[config.mk]
export PLATFORM = sky130hd
export DESIGN_NAME = shift_sequencer_flat
export DESIGN_NICKNAME = d
export VERILOG_FILES = /design/src/rtl/shift_sequencer_pkg.sv /design/src/rtl/shift_sequencer_if.sv /design/src/rtl/shift_sequencer_shift_step.sv /design/src/rtl/shift_sequencer.sv /design/src/flat_wrapper.sv
export SDC_FILE = /design/constraint.sdc
export NUM_CORES = 1
export LEC_CHECK = 0
export BUFFER_PORTS_ARGS = -buffer_cell sky130_fd_sc_hd__clkbuf_2
export CAP_MARGIN = 30
export CORE_MARGIN = 2
export CORE_UTILIZATION = 52
export DETAILED_ROUTE_END_ITERATION = 10
export PLACE_DENSITY = 0.82
export SKIP_LAST_GASP = 1
export SYNTH_ARGS = -nofsm -noshare
export SYNTH_HDL_FRONTEND = slang
export SYNTH_SLANG_ARGS = --single-unit
export TNS_END_PERCENT = 50
[constraint.sdc]
create_clock -name clk -period 3.3 [get_ports clk]
set_input_delay 0.825 -clock clk [delete_from_list [all_inputs] [get_ports clk]]
set_output_delay 0.825 -clock clk [all_outputs]
set_load 0.01 [all_outputs]
[src/rtl/shift_sequencer_pkg.sv]
// rtl/shift_sequencer_pkg.sv - shared states and constants for the multi-cycle shift unit
package shift_seq_pkg;

    typedef enum logic [1:0] {
        IDLE  = 2'd0,
        SHIFT = 2'd1,
        DONE  = 2'd2
    } state_t;

    localparam logic [4:0] LUI_SHAMT       = 5'd16;
    localparam logic       SHAMT_SRC_VAR   = 1'b0;
    localparam logic       SHAMT_SRC_CONST = 1'b1;
    localparam int         STEP_DEFAULT    = 4;

endpackage

[src/rtl/shift_sequencer_if.sv]
// rtl/shift_sequencer_if.sv - request/response bundle between the EX stage and the shift unit
interface shift_sequencer_if;
    logic        start;
    logic        flush;
    logic [2:0]  control;
    logic        lui;
    logic [31:0] a;
    logic [31:0] b;
    logic [4:0]  constant_shift;
    logic        ready;
    logic        busy;
    logic        done;
    logic [31:0] result;

    modport master (
        output start, flush, control, lui, a, b, constant_shift,
        input  ready, busy, done, result
    );

    modport slave (
        input  start, flush, control, lui, a, b, constant_shift,
        output ready, busy, done, result
    );
endinterface

[src/rtl/shift_sequencer_shift_step.sv]
// rtl/shift_sequencer_shift_step.sv - one partial shift of the accumulator by at most STEP bits
module shift_step
    import shift_seq_pkg::*;
#(
    parameter int STEP = STEP_DEFAULT,
    parameter int SW   = $clog2(STEP + 1)
) (
    input  logic [31:0]   i_acc,
    input  logic [SW-1:0] i_s,
    input  logic          i_dir,
    input  logic          i_arith,
    output logic [31:0]   o_res
);

    always_comb begin
        o_res = i_acc >> i_s;
        if (i_dir)
            o_res = i_acc << i_s;
        else if (i_arith)
            o_res = $signed(i_acc) >>> i_s;
    end

endmodule

[src/rtl/shift_sequencer.sv]
// rtl/shift_sequencer.sv - SLL/SRL/SRA/LUI in STEP-bit slices; SHIFT_SEQ_SRA_EN enables arithmetic right shifts
module shift_sequencer
    import shift_seq_pkg::*;
#(
    parameter int STEP = STEP_DEFAULT
) (
    input  logic              clk,
    input  logic              reset,
    shift_sequencer_if.slave  bus
);

    localparam int SW = $clog2(STEP + 1);

    state_t        r_state, w_next;
    logic [31:0]   r_acc, w_acc_next, r_result, w_step_res;
    logic [4:0]    r_cnt, w_cnt_next, w_amount;
    logic          r_dir, w_dir_next, r_arith, w_arith_next;
    logic          w_req_dir, w_req_arith, w_enter_done;
    logic [SW-1:0] w_s;
    logic          w_unused;

    assign w_unused = ^{bus.a[31:5], bus.control[0]};

    always_comb begin
        w_amount    = bus.a[4:0];
        w_req_dir   = bus.control[1];
        w_req_arith = 1'b0;
        if (bus.lui) begin
            w_amount  = LUI_SHAMT;
            w_req_dir = 1'b1;
        end else begin
            if (bus.control[2] == SHAMT_SRC_CONST)
                w_amount = bus.constant_shift;
`ifdef SHIFT_SEQ_SRA_EN
            w_req_arith = bus.control[0] & ~bus.control[1];
`else
            w_req_arith = 1'b0;
`endif
        end
    end

    // Last slice may be shorter than STEP, so cnt lands exactly on zero.
    assign w_s = (r_cnt >= 5'(STEP)) ? SW'(STEP) : SW'(r_cnt);

    shift_step #(.STEP(STEP), .SW(SW)) u_step (
        .i_acc   (r_acc),
        .i_s     (w_s),
        .i_dir   (r_dir),
        .i_arith (r_arith),
        .o_res   (w_step_res)
    );

    always_comb begin
        w_next       = r_state;
        w_acc_next   = r_acc;
        w_cnt_next   = r_cnt;
        w_dir_next   = r_dir;
        w_arith_next = r_arith;
        w_enter_done = 1'b0;
        if (bus.flush) begin
            w_next = IDLE;
        end else begin
            case (r_state)
                IDLE, DONE: begin
                    w_next = IDLE;
                    if (bus.start) begin
                        w_acc_next   = bus.b;
                        w_cnt_next   = w_amount;
                        w_dir_next   = w_req_dir;
                        w_arith_next = w_req_arith;
                        if (w_amount == 5'd0) begin
                            w_next       = DONE;
                            w_enter_done = 1'b1;
                        end else begin
                            w_next = SHIFT;
                        end
                    end
                end
                SHIFT: begin
                    w_acc_next = w_step_res;
                    w_cnt_next = r_cnt - 5'(w_s);
                    if (w_cnt_next == 5'd0) begin
                        w_next       = DONE;
                        w_enter_done = 1'b1;
                    end
                end
                default: w_next = IDLE;
            endcase
        end
    end

    always_ff @(posedge clk or posedge reset) begin
        if (reset) begin
            r_state  <= IDLE;
            r_acc    <= 32'd0;
            r_cnt    <= 5'd0;
            r_dir    <= 1'b0;
            r_arith  <= 1'b0;
            r_result <= 32'd0;
        end else begin
            r_state <= w_next;
            r_acc   <= w_acc_next;
            r_cnt   <= w_cnt_next;
            r_dir   <= w_dir_next;
            r_arith <= w_arith_next;
            if (w_enter_done)
                r_result <= w_acc_next;
        end
    end

    assign bus.ready  = (r_state == IDLE) || (r_state == DONE);
    assign bus.busy   = (r_state == SHIFT);
    assign bus.done   = (r_state == DONE);
    assign bus.result = r_result;

endmodule

[src/flat_wrapper.sv]
// flat-port wrapper written by rule: the top's interface ports become plain ports
module shift_sequencer_flat import shift_seq_pkg::*;
#(
    parameter int STEP = STEP_DEFAULT
)
  (clk, reset, bus_start, bus_flush, bus_control, bus_lui, bus_a, bus_b, bus_constant_shift, bus_ready, bus_busy, bus_done, bus_result);
  shift_sequencer_if bus_i ();
  input  logic clk;
  input  logic reset;
  input wire logic [$bits(bus_i.start)-1:0] bus_start;
  input wire logic [$bits(bus_i.flush)-1:0] bus_flush;
  input wire logic [$bits(bus_i.control)-1:0] bus_control;
  input wire logic [$bits(bus_i.lui)-1:0] bus_lui;
  input wire logic [$bits(bus_i.a)-1:0] bus_a;
  input wire logic [$bits(bus_i.b)-1:0] bus_b;
  input wire logic [$bits(bus_i.constant_shift)-1:0] bus_constant_shift;
  output wire logic [$bits(bus_i.ready)-1:0] bus_ready;
  output wire logic [$bits(bus_i.busy)-1:0] bus_busy;
  output wire logic [$bits(bus_i.done)-1:0] bus_done;
  output wire logic [$bits(bus_i.result)-1:0] bus_result;
  assign bus_i.start = bus_start;
  assign bus_i.flush = bus_flush;
  assign bus_i.control = bus_control;
  assign bus_i.lui = bus_lui;
  assign bus_i.a = bus_a;
  assign bus_i.b = bus_b;
  assign bus_i.constant_shift = bus_constant_shift;
  assign bus_ready = bus_i.ready;
  assign bus_busy = bus_i.busy;
  assign bus_done = bus_i.done;
  assign bus_result = bus_i.result;
  shift_sequencer #(.STEP(STEP)) u_core (.clk(clk), .reset(reset), .bus(bus_i));
endmodule
# --- After elaboration in Yosys (flattened, before gate mapping) ---
# Index checks and enable logic that the tools add are counted.
totals:
  reg_bits: 72
  inputBits: 77
  out_inout_bits: 35
  elab_cells: 42
op_classes:
  n_addsub: 1
  order_cmp: 1
  n_reduce_logical: 8
  bitwise_logic: 1
  mux: 20
  shift: 2
  eq_ne: 4
op_table:
  columns: ["cell", "n"]
  rows:
  - ["$mux W32", 3]
  - ["$pmux W32 S2", 1]
  - ["$shl A32 B3 Y32", 1]
  - ["$shr A32 B3 Y32", 1]
  - ["$mux W5", 3]
  - ["$logic_not A5 Y1", 2]
  - ["$pmux W5 S2", 1]
  - ["$mux W2", 4]
  - ["$reduce_and A3 Y1", 2]
  - ["$ge A5 B3 Y1 const B", 1]
  - ["$mux W1", 5]
  - ["$sub A5 B3 Y5", 1]
  - ["$pmux W2 S2", 1]
  - ["$mux W3", 1]
  - ["$ne A3 B2 Y1 const B", 1]
  - ["$eq A2 B1 Y1 const B", 1]
  - ["$eq A2 B2 Y1 const B", 1]
  - ["$logic_not A2 Y1", 1]
  - ["$ne A2 B2 Y1 const B", 1]
  - ["$pmux W1 S2", 1]
  - ["$reduce_bool A2 Y1", 1]
  - ["$reduce_or A2 Y1", 1]
  - ["$logic_or A1 B1 Y1", 1]
  - ["$not A1 Y1", 1]

# --- Depth between registers and ports, before layout ---
logic_depth:
  ltp_word: 7
  ltp_mapped: 13
  ltp_nobuf: 8

# --- Modules after synthesis ---
# From an unflattened synthesis, not the netlist that was laid out.
hier_totals:
  cells_unflattened: 596
  hier_area_um2: 5743.0
modules_own_cells:
  columns: ["module", "n_inst", "area_each_um2", "seq_area_each_um2", "cells_each"]
  rows:
  - ["shift_sequencer", 1, 3514.6, 1801.7, 297]
  - ["shift_step", 1, 2228.4, 0.0, 299]

# --- Least setup slack after synthesis ---
# OpenSTA, ideal clock, no wires.
synth_timing:
  path_type: "register to register"
  start: "register u_core.r_cnt[4]"
  end: "register u_core.r_result[1], in the netlist u_core.bus.result[1]"
  setup_ns: 0.128
  arrival_time_ns: 3.042
  setup_slack_ns: 0.130
  n_path_buf: 5
  period_less_slack_ns: 3.170
  t_required_ns: 3.172
  stages_incl_launch_ff: 14
  cell_sequence: "dfrtp_1 buf_2 or3_1 clkbuf_1 buf_2 buf_2 nand2_1 ha_1 or3b_2 o211a_1 nor4_2 a22oi_2 buf_2 mux2_1"
synth_via:
  elab_chain_len: 7
  elab_cells_between_ends: 12
  classes_between: "1 x add/sub; 1 x order compare; 2 x shift; 7 x mux; 1 x reduce/logical"
synth_rtl:
  columns: ["item", "line", "text"]
  rows:
  - ["start: declaration", "shift_sequencer.sv:16", "logic [4:0] r_cnt, w_cnt_next, w_amount;"]
  - ["start signal: assignment", "shift_sequencer.sv:103", "r_cnt <= w_cnt_next;"]
  - ["$ge A5 B3 Y1", "shift_sequencer.sv:43", "assign w_s = (r_cnt >= 5'(STEP)) ? SW'(STEP) : SW'(r_cnt);"]
  - ["$mux W3", "shift_sequencer.sv:43", null]
  - ["$sub A5 B3 Y5", "shift_sequencer.sv:81", "w_cnt_next = r_cnt - 5'(w_s);"]
  - ["$logic_not A5 Y1", "shift_sequencer.sv:82", "if (w_cnt_next == 5'd0) begin"]
  - ["$mux W1", "shift_sequencer.sv:82", null]
  - ["$pmux W1 S2", "shift_sequencer.sv:63", "case (r_state)"]
  - ["$mux W1", "shift_sequencer.sv:60", "if (bus.flush) begin"]
  - ["end signal: assignment", "shift_sequencer.sv:107", "r_result <= w_acc_next;"]
  - ["end: declaration", "shift_sequencer.sv:15", "logic [31:0] r_acc, w_acc_next, r_result, w_step_res;"]
# Parallel ways exist; a longest one is shown, timed or not.
# A chain may end at the register's enable or synchronous reset.

# --- Final worst setup path ---
layout_timing:
  start: "register u_core.r_cnt[3]"
  end: "register u_core.r_result[20], in the netlist u_core.bus.result[20]"
# Same word-level chain as after synthesis.

==> results <==
- The run finished with clean final reports.
- The first TritonRoute pass finished after 6 iterations.
- Yosys printed 0 warnings.
- The worst register-to-register path has a depth of 10.
- STA classifies the critical path endpoint as a flop.
- The share of the Yosys chip area taken by registers is 29.5%.
- The initial utilization of the core area, before any placement, comes to 53.5%.
- Measured against its own limit, the worst slew margin works out to 48.8%.
- The chip height is 112 um.
- The final worst clock skew is 8.25 ps.
- The arrival time reported for the critical path endpoint is 3160 ps.
- Summed over all nets, the half-perimeter wirelength after detailed placement is 14300 um.
- Setup repair after global routing left no endpoint under its margin.
- Derived from the worst setup path, the maximum achievable clock frequency is 340 MHz.
- The reported leakage power is 0.00305 uW.
- The path type of the worst setup path is reg -> reg.
- The design draws 5840 uW.
- TritonCTS created 9 clock buffers.
- The average footprint of a synthesized cell is 8.66 um2.
- The synthesized net count is 783.
- The first global-routing pass estimated 33100 um of wire.
- The proportion of register bits with asynchronous set or reset after synthesis is 100%.
- The number of flops mapped to enable cells by yosys is 0.
- The cell area that synthesis handed to floorplanning was 6100 um2.
- The via count normalized by instance count is 6.93.
- For this design the top-level I/O count stands at 112.
- The critical path goes through or3_1 -> nand2_1 -> ha_1 -> or3b_2 -> o211a_1 -> nor4_2 -> a22oi_2 -> buf_4 -> buf_4 -> mux2i_1.
- The endpoint identified for the worst register-to-register timing path is u_core.bus.result[20].
- The core region is 11400 um2.
- The total of endpoints with negative setup slack in the final report is 0.
- For the worst-skew pair, the clock arrives at the later sink with an insertion delay of 360 ps.
- The horizontal die dimension is 112 um.
- The pin count of the biggest net entering global routing is 66.
- For this run, the slowest stage of the critical path takes 450 ps.
- The fraction of final layout cells with drive strength greater than 1 is 23.3%.
- The startpoint identified for the worst hold timing path is u_core.bus.result[13].
- The average wire per standard cell is 23.0 um.
- The number of instances in the synthesized netlist is 705.
- The cell depth of the worst setup path is 10.
- With fillers left out, the area of the finished cells amounts to 6850 um2.
- The layout overhead on the synthesized area is 12.2%.
- For the worst setup path, the data required time is 3520 ps.
- The layout net count is 821.
- The kind of cell with the highest combined delay along the critical path is simple AND/OR/NAND/NOR gates.
- The maximum fanout encountered on the critical timing path is 25.
- The worst min-delay path endpoint is u_core.bus.result[13].
- For this run, the leading register cell type out of synthesis is sky130_fd_sc_hd__dfrtp_1.
- Once the clock tree was built, the resizer swapped 0 gates to a different size.
- The cell area after placement is 6560 um2.
- The buffers inserted during post-CTS setup optimization is 0.
- The residual overflow from global routing is 0.
- Port buffering added 83 buffers.
- In this run the worst hold path is classified as reg -> reg.
- The TritonCTS clock tree is built.
- At the pin with the least slew margin, the transition time is 768 ps.
- Summing over every cut layer, the via total after detailed routing is 6173.
- The final weighted congestion in routability-driven placement is 1.03.
- STA classifies the critical path startpoint as a flop.
- The CTS sink count is 72.
- The worst path needs 2940 ps of the cycle, external delays included.
- The master cell of the clock root buffer is sky130_fd_sc_hd__clkbuf_16.
- The final-layout setup total negative slack is 0 ps.
- In this run the power density over the cells is 854 nW/um2.
- The reg-to-reg setup timing slack is 360 ps.
- The part of the cycle the worst path needs is 89.2%.
- The clock transition at the registers of the reported paths is 60 ps.
- The depth of the worst hold-timing path is 1.
- The aggregate routed wire length is 20500 um.
- The worst flop-to-flop path startpoint is u_core.r_cnt[3].
- The number of buffers and inverters on the critical path is 2.
- The final count of pins violating max slew came to 0.
- After the first detailed-routing iteration, the DRC count stood at 901.
- The tool flagged a number of max-cap violations equal to 0.
- The residual antenna-violating net count after detailed routing is 0.
- The die footprint is 12600 um2.
- The cell with the largest stage delay on the worst path is sky130_fd_sc_hd__or3b_2.
- The number of different library cells in the post-synthesis netlist is 78.
- The worst supply voltage drop on vdd is 0.547 mV.
- After synthesis the netlist holds a flip-flop and latch count of 72.
- The number of antenna repair diodes is 0.
- The DRC violation count after routing is 0.
- The combined global-route utilization of all metal layers is 33.1%.
- The initialized floorplan defines 39 standard-cell rows.
- The number of hold-slack violations in the final timing report is 0.
- The via count of the first global-routing pass is 5972.
- The initial antenna violation count came to 0.
- The CTS H-tree depth is 3.
- The deepest clock path buffer count is 2.
- In this design, the critical path's most frequently occurring cell is sky130_fd_sc_hd__buf_4.
- The quantity of hold-fixing buffers added after cts is 0.
## through the flow
stage	hold slack [ps]	cells	utilization, %	setup slack (ps)
after global placement	476	875	57.4	508
after global routing	518	891	59.9	200
after floorplan	534	705	-	130
after CTS	498	891	59.9	378
after detailed placement	485	875	57.4	401
final	493	891	59.9	358
## kinds of logic after synthesis
logic type               count (synthesis)  synth area share [%]
adder cells (fa/ha/maj)                  1                 0.205
AND/OR/NAND/NOR                        156                  14.0
multiplexers                           107                  19.5
buffers and inverters                  134                  9.39
AO/OA/AOI/OAI                          234                  27.3
other                                    1                0.0614
flip-flops                              72                  29.5
## cell usage in the layout, fill, tap and decap left out, drive strengths merged, types with 7 or more instances in the layout
master	n
a22oi	7
dfrtp	72
o31ai	8
o21ai	24
o221ai	7
nand2	35
nor2b	9
o22ai	26
nor2	31
nand3	10
nand2b	11
o211ai	8
mux2	32
or3	8
buf	30
clkbuf	93
a211oi	13
nor3	22
a221oi	16
nor4	7
mux2i	69
inv	46
a2111oi	7
a21oi	48
a31oi	14
## worst max-delay path by stage
stage | start | end | slack, ps
after floorplan | u_core.r_cnt[4] | u_core.bus.result[1] | 130
after global placement | u_core.r_cnt[3] | u_core.bus.result[16] | 510
after detailed placement | u_core.r_cnt[3] | u_core.bus.result[20] | 400
after CTS | u_core.r_cnt[3] | u_core.bus.result[20] | 380
after global routing | u_core.r_cnt[3] | u_core.bus.result[20] | 200
final | u_core.r_cnt[3] | u_core.bus.result[20] | 360
## Yosys cell counts, drive strengths merged, types with 4 or more instances
cell	number	share of area [%]
nor2	31	1.9
inv	46	2.8
nand3	10	0.82
mux4	6	2.3
nor3	22	2.0
a2111oi	7	1.1
clkbuf	40	2.5
or4	5	0.62
or3	8	0.82
a211oi	13	1.7
o221ai	7	1.0
o31ai	8	0.98
nor3b	4	0.49
a21o	5	0.62
dfrtp	72	30
nand2b	11	1.1
mux2	32	5.9
o211ai	8	0.98
a31oi	14	1.4
nand2	35	2.2
buf	46	4.0
a21oi	48	3.9
o22ai	26	2.7
a311oi	5	0.82
a21boi	6	0.74
a22oi	7	0.94
nor4	7	0.92
a221o	4	0.66
nor2b	9	0.92
a221oi	16	2.3
mux2i	69	11
o21ai	24	2.0
## final cells by class
class,count,area (um2)
flip-flops and latches,72,1800
clock buffers,10,229
multi-input cells,499,3730
well taps,143,179
fillers,1014,4570
clock inverters,6,60.1
inverters,48,180
repair buffers,113,666
## flip-flops by register name (all words and copies together) (netlist names)
register and cells:
u_core.r_state 2, u_core.bus.result 32, u_core.r_acc 32, u_core.r_dir 1, u_core.r_cnt 5
## per-layer routing
metal / track usage (%) / vias up / share of wire (%)
met5: 0 / - / 0
met4: 13.3 / 0 / 3.3
met3: 7.72 / 72 / 12
met2: 49.8 / 425 / 44
met1: 46.2 / 2932 / 41
li1: - / 2744 / -
## report_power, final
group          total (uW)  switching [uW]  internal, uW
sequential           1820             585          1230
clock                 987             406           581
combinational        3040            1800          1240
total                5840            2790          3050
No activity file was read; power rests on OpenSTA's default activity.
